File: src/rtl/alu_cmd_queue.sv
// Command-issue stage ahead of the 32-bit ALU: FIFO of (op, a, b), head presented to the ALU,
// result captured into a valid/ready output register with a sequence tag.
// Optional flag outputs (out_zero, out_neg) are enabled by defining ALU_CMD_QUEUE_FLAGS_EN.
module alu_cmd_queue #(
  parameter int unsigned WIDTH = 32,
  parameter int unsigned DEPTH = 4,
  parameter int unsigned SEQ_W = 8
) (
  input  logic             clk,
  input  logic             rst_n,
  input  logic             in_valid,
  output logic             in_ready,
  input  logic [3:0]       in_op,
  input  logic [WIDTH-1:0] in_a,
  input  logic [WIDTH-1:0] in_b,
  output logic [3:0]       alu_m,
  output logic [WIDTH-1:0] alu_a,
  output logic [WIDTH-1:0] alu_b,
  input  logic [WIDTH-1:0] alu_result,
  output logic             out_valid,
  input  logic             out_ready,
  output logic [WIDTH-1:0] out_result,
  output logic [3:0]       out_op,
  output logic [SEQ_W-1:0] out_seq
`ifdef ALU_CMD_QUEUE_FLAGS_EN
  ,
  output logic             out_zero,
  output logic             out_neg
`endif
);

  localparam int unsigned AW = (DEPTH > 1) ? $clog2(DEPTH) : 1;
  localparam int unsigned CW = $clog2(DEPTH + 1);

  typedef struct packed {
    logic [3:0]       op;
    logic [WIDTH-1:0] a;
    logic [WIDTH-1:0] b;
  } cmd_t;

  cmd_t             mem [DEPTH];
  cmd_t             head;
  logic [AW-1:0]    wptr;
  logic [AW-1:0]    rptr;
  logic [CW-1:0]    count;
  logic [CW-1:0]    count_nxt;
  logic [SEQ_W-1:0] seq_q;
  logic             empty;
  logic             push;
  logic             issue;

  assign empty = (count == '0);
  assign push  = in_valid && in_ready;
  assign issue = !empty && (!out_valid || out_ready);
  assign head  = mem[rptr];

  // Head is only meaningful while occupied; zeros otherwise.
  assign alu_m = empty ? 4'b0 : head.op;
  assign alu_a = empty ? '0 : head.a;
  assign alu_b = empty ? '0 : head.b;

  always_comb begin
    count_nxt = count;
    if (push && !issue) begin
      count_nxt = count + CW'(1);
    end else if (!push && issue) begin
      count_nxt = count - CW'(1);
    end
  end

  // Storage needs no reset: occupancy is tracked by count.
  always_ff @(posedge clk) begin
    if (push) begin
      mem[wptr] <= {in_op, in_a, in_b};
    end
  end

  // Pointers, occupancy and registered in_ready (from next occupancy, so no input-to-output path).
  always_ff @(posedge clk or negedge rst_n) begin
    if (!rst_n) begin
      wptr     <= '0;
      rptr     <= '0;
      count    <= '0;
      in_ready <= 1'b1;
    end else begin
      if (push) begin
        wptr <= wptr + AW'(1);
      end
      if (issue) begin
        rptr <= rptr + AW'(1);
      end
      count    <= count_nxt;
      in_ready <= (count_nxt < CW'(DEPTH));
    end
  end

  // Result register: capture on issue, drop valid when consumed with nothing to replace it.
  always_ff @(posedge clk or negedge rst_n) begin
    if (!rst_n) begin
      out_valid  <= 1'b0;
      out_result <= '0;
      out_op     <= '0;
      out_seq    <= '0;
      seq_q      <= '0;
`ifdef ALU_CMD_QUEUE_FLAGS_EN
      out_zero   <= 1'b0;
      out_neg    <= 1'b0;
`endif
    end else if (issue) begin
      out_valid  <= 1'b1;
      out_result <= alu_result;
      out_op     <= head.op;
      out_seq    <= seq_q;
      seq_q      <= seq_q + SEQ_W'(1);
`ifdef ALU_CMD_QUEUE_FLAGS_EN
      out_zero   <= (alu_result == '0);
      out_neg    <= alu_result[WIDTH-1];
`endif
    end else if (out_valid && out_ready) begin
      out_valid <= 1'b0;
    end
  end

endmodule

File: config.mk
export PLATFORM = sky130hd
export DESIGN_NAME = alu_cmd_queue
export DESIGN_NICKNAME = d
export VERILOG_FILES = /design/src/rtl/alu_cmd_queue.sv
export SDC_FILE = /design/constraint.sdc
export NUM_CORES = 1
export LEC_CHECK = 0
export ABC_AREA = 1
export CAP_MARGIN = 10
export CORE_MARGIN = 1.5
export CORE_UTILIZATION = 51
export CTS_CLUSTER_DIAMETER = 100
export DETAILED_ROUTE_END_ITERATION = 16
export GPL_TIMING_DRIVEN = 0
export MAX_ROUTING_LAYER = met4
export PLACE_DENSITY_LB_ADDON = 0.1
export SYNTH_ARGS = -nofsm -noshare
export SYNTH_HDL_FRONTEND = slang
export SYNTH_SLANG_ARGS = --single-unit
File: constraint.sdc
create_clock -name clk -period 5.6 [get_ports clk]
set_input_delay 1.12 -clock clk [delete_from_list [all_inputs] [get_ports clk]]
set_output_delay 1.12 -clock clk [all_outputs]
set_load 0.02 [all_outputs]
==> flow_summary.json, run 1 <==
{
  "power_leakage_uw": 0.00638,
  "post_cts_resized": 0,
  "cts_root_buf": "clkbuf_16",
  "holdPathEnd": "out_result[11]",
  "worstSetupPathType": "register to output port",
  "final_common_cell": "edfxtp_1",
  "synth_area_um2": 13200,
  "synth.avg_cell_area_um2": 11.9,
  "fin_crit_sh_pct": 72.1,
  "max_slew_margin_pct": 33.5,
  "cts-buffers-inserted": 36,
  "startpoint_type": "register",
  "htree_levels": 2,
  "hold_depth": 2,
  "clockBufferDepth": 3,
  "wirelength_mm": 31.0,
  "mappedNetlistNets": 1219,
  "grt_overflow_total": 0,
  "grt_pass1_vias": 8631,
  "ys_seq_elements": 333,
  "dp.cells": 1661,
  "min_from": "out_result[11]",
  "drc": 0,
  "global_route.usage.met1_pct": 31.3,
  "final_cell_mix": "edfxtp_1, nor2_1, clkdlybuf4s50_1",
  "ys_seq_area_share_pct": 73.5,
  "avgViaCountPerCell": 5.15,
  "r2r_slack_ps": 3150,
  "syn2layout_area_growth_pct": 30.0,
  "yosysUniqueCellTypes": 25,
  "hp-class": "register to register",
  "post-route-util_pct": 67.9,
  "grt_pass1_wl_mm": 47.0,
  "max_slew.worst_pin.slew_ps": 995,
  "finalSetupViolations": 0,
  "portBuffers": 217,
  "grt.total_usage_pct": 23.9,
  "cts_setup_buffers": 0,
  "r2r_start": "in_ready",
  "slew_viol_final": 0,
  "critPathRequiredTime_ps": 4480,
  "grt_use_met3_pct": 4.82,
  "power.density_nw_per_um2": 605,
  "grt_setup_unrepaired": "no",
  "r2r_cells": 4,
  "num_vias": 8881,
  "dp_hpwl_mm": 20.4,
  "worstSetupEndpointType": "output port",
  "cts_tree": "built",
  "hold-worst-slack_ps": 476,
  "fp.coreArea_um2": 25300,
  "hold_viol": 0,
  "clock_skew_ps": 19.9,
  "place.gp.congestion": 0.769,
  "period_minus_slack_ps": 4040,
  "ys_warn_count": 0,
  "synthCells": 1105,
  "io_pins": 218,
  "drv_cap": 0,
  "initial_core_util_pct": 52.2,
  "die_width_um": 164,
  "clock_latency_ps": 520,
  "std_cell_rows": 58,
  "routedWlPerCell_um": 18.0,
  "layout-drive-gt1-share_pct": 7.82,
  "layout.nets": 1483,
  "grt-busiest-layer": "met2",
  "antenna_found_initial": 1,
  "use_met2_pct": 38.2,
  "finalPower_uw": 10400,
  "fmax_ghz": 0.248,
  "reg2reg_to": "mem[2][61]",
  "num-fill-cells": 1837,
  "critPathArrivalTime_ps": 2920,
  "final_cells": 1725,
  "drtPass1Iterations": 5,
  "dieArea_um2": 26800,
  "peakVddDrop_mv": 0.371,
  "drt_iter0_markers": 737,
  "path_clk_slew_ps": 60,
  "status": "completed",
  "die_y_um": 164,
  "crit_fanout": 10,
  "ant_nets": 0,
  "grt_max_degree": 38,
  "clkSinkCount": 333,
  "holdBufCountCts": 0
}
[how the worst max path moves through the flow]
stage | start | endpoint | slack, ps | cells past startpoint
6_report | rptr[0] | alu_a[15] | 1560 | 6
2_1_floorplan | in_valid | mem[0][0] | 980 | 2
4_1_cts | rptr[0] | alu_a[15] | 1520 | 6
3_5_place_dp | in_valid | mem[2][62] | 2070 | 5
3_3_place_gp | in_valid | mem[3][62] | -1880 | 3
5_1_grt | rptr[0] | alu_a[15] | 1430 | 6
[critical path, stage by stage, from the launching register on]
cell and delay [ps]:
dfrtp_1 410, inv_2 70, buf_4 190, clkbuf_1 480
o21ai_0 180, a21oi_1 390, clkdlybuf4s50_1 690
[metal layers]
layer | wire [um] | vias to the layer above
li1 | - | 4321
met1 | 13400 | 4201
met2 | 14700 | 310
met3 | 2220 | 49
met4 | 590 | 0
met5 | 0 | -
[flip-flops by register name, summed over array words and instances (netlist names), named ones only]
name        flops
in_ready        1
wptr            2
out_seq         8
out_op          4
seq_q           8
out_valid       1
rptr            2
count           2
mem           272
out_result     32
[where the power goes]
| group | switching (uW) | total (uW) | internal, uW |
|---|---|---|---|
| registers | 175 | 3450 | 3280 |
| clock network | 913 | 2300 | 1390 |
| logic | 2810 | 4620 | 1810 |
[cells by family (layout without fill, tap and decap cells)]
logic type	Yosys count	after routing	share of synthesized area, %
adder cells (fa/ha/maj)	10	10	0.948
AND/OR/NAND/NOR	462	462	13.4
XOR/XNOR	7	7	0.465
AO/OA/AOI/OAI	207	207	7.89
buffers and inverters	86	375	3.75
flip-flops	333	333	73.5
other	0	1	0
[final cells by class]
type                    count  area, um^2  area share, %
well taps                 330         413           2.41
clock inverters            17         166          0.970
diodes                      1        2.50         0.0146
repair buffers            226        2350           13.7
inverters                  24        90.1          0.525
plain buffers              62         404           2.36
clock buffers              46         991           5.78
flip-flops and latches    333        9700           56.5
multi-input cells         686        3030           17.7
[cells in the mapped netlist, drive strengths merged]
cell type  instances  area, um^2
dfstp              1        26.3
buf               40         322
nor2             274        1040
edfxtp           272        8170
nand3             11        55.1
xor2               7        61.3
nand2            176         671
ha                10         125
a21oi             67         335
o21ai            138         691
o21a               1        7.51
dfrtp             60        1500
nand3b             1        7.51
a22oi              1        7.51
inv               24        90.1
clkbuf            22        82.6
[metrics by stage]
step | worst slack [ps] | area [um^2] | setup TNS [ps]
2_1_floorplan | 979 | 13200 | 0
3_3_place_gp | -1880 | 15800 | -493290
3_5_place_dp | 2070 | 16000 | 0
4_1_cts | 1520 | 17100 | 0
5_1_grt | 1430 | 17100 | 0
6_report | 1560 | 17100 | 0
Power figures use the tool's default switching activity.
==> run 2, diff against run 1 <==
==> constraint.sdc (replaced) <==
create_clock -name clk -period 3.85 [get_ports clk]
set_input_delay 0.77 -clock clk [delete_from_list [all_inputs] [get_ports clk]]
set_output_delay 0.77 -clock clk [all_outputs]
set_load 0.02 [all_outputs]
==> results of run 2 <==
Same layout as run 1 (identical final DEF). Status: completed.
Among the figures that moved: setup slack after placement 2070 ps -> 669 ps; setup slack after layout 1560 ps -> 163 ps; hold slack 476 ps -> 372 ps; register-to-register setup slack 3150 ps -> 1400 ps; total power 10400 uW -> 15100 uW; worst IR drop on VDD 0.371 mV -> 0.540 mV
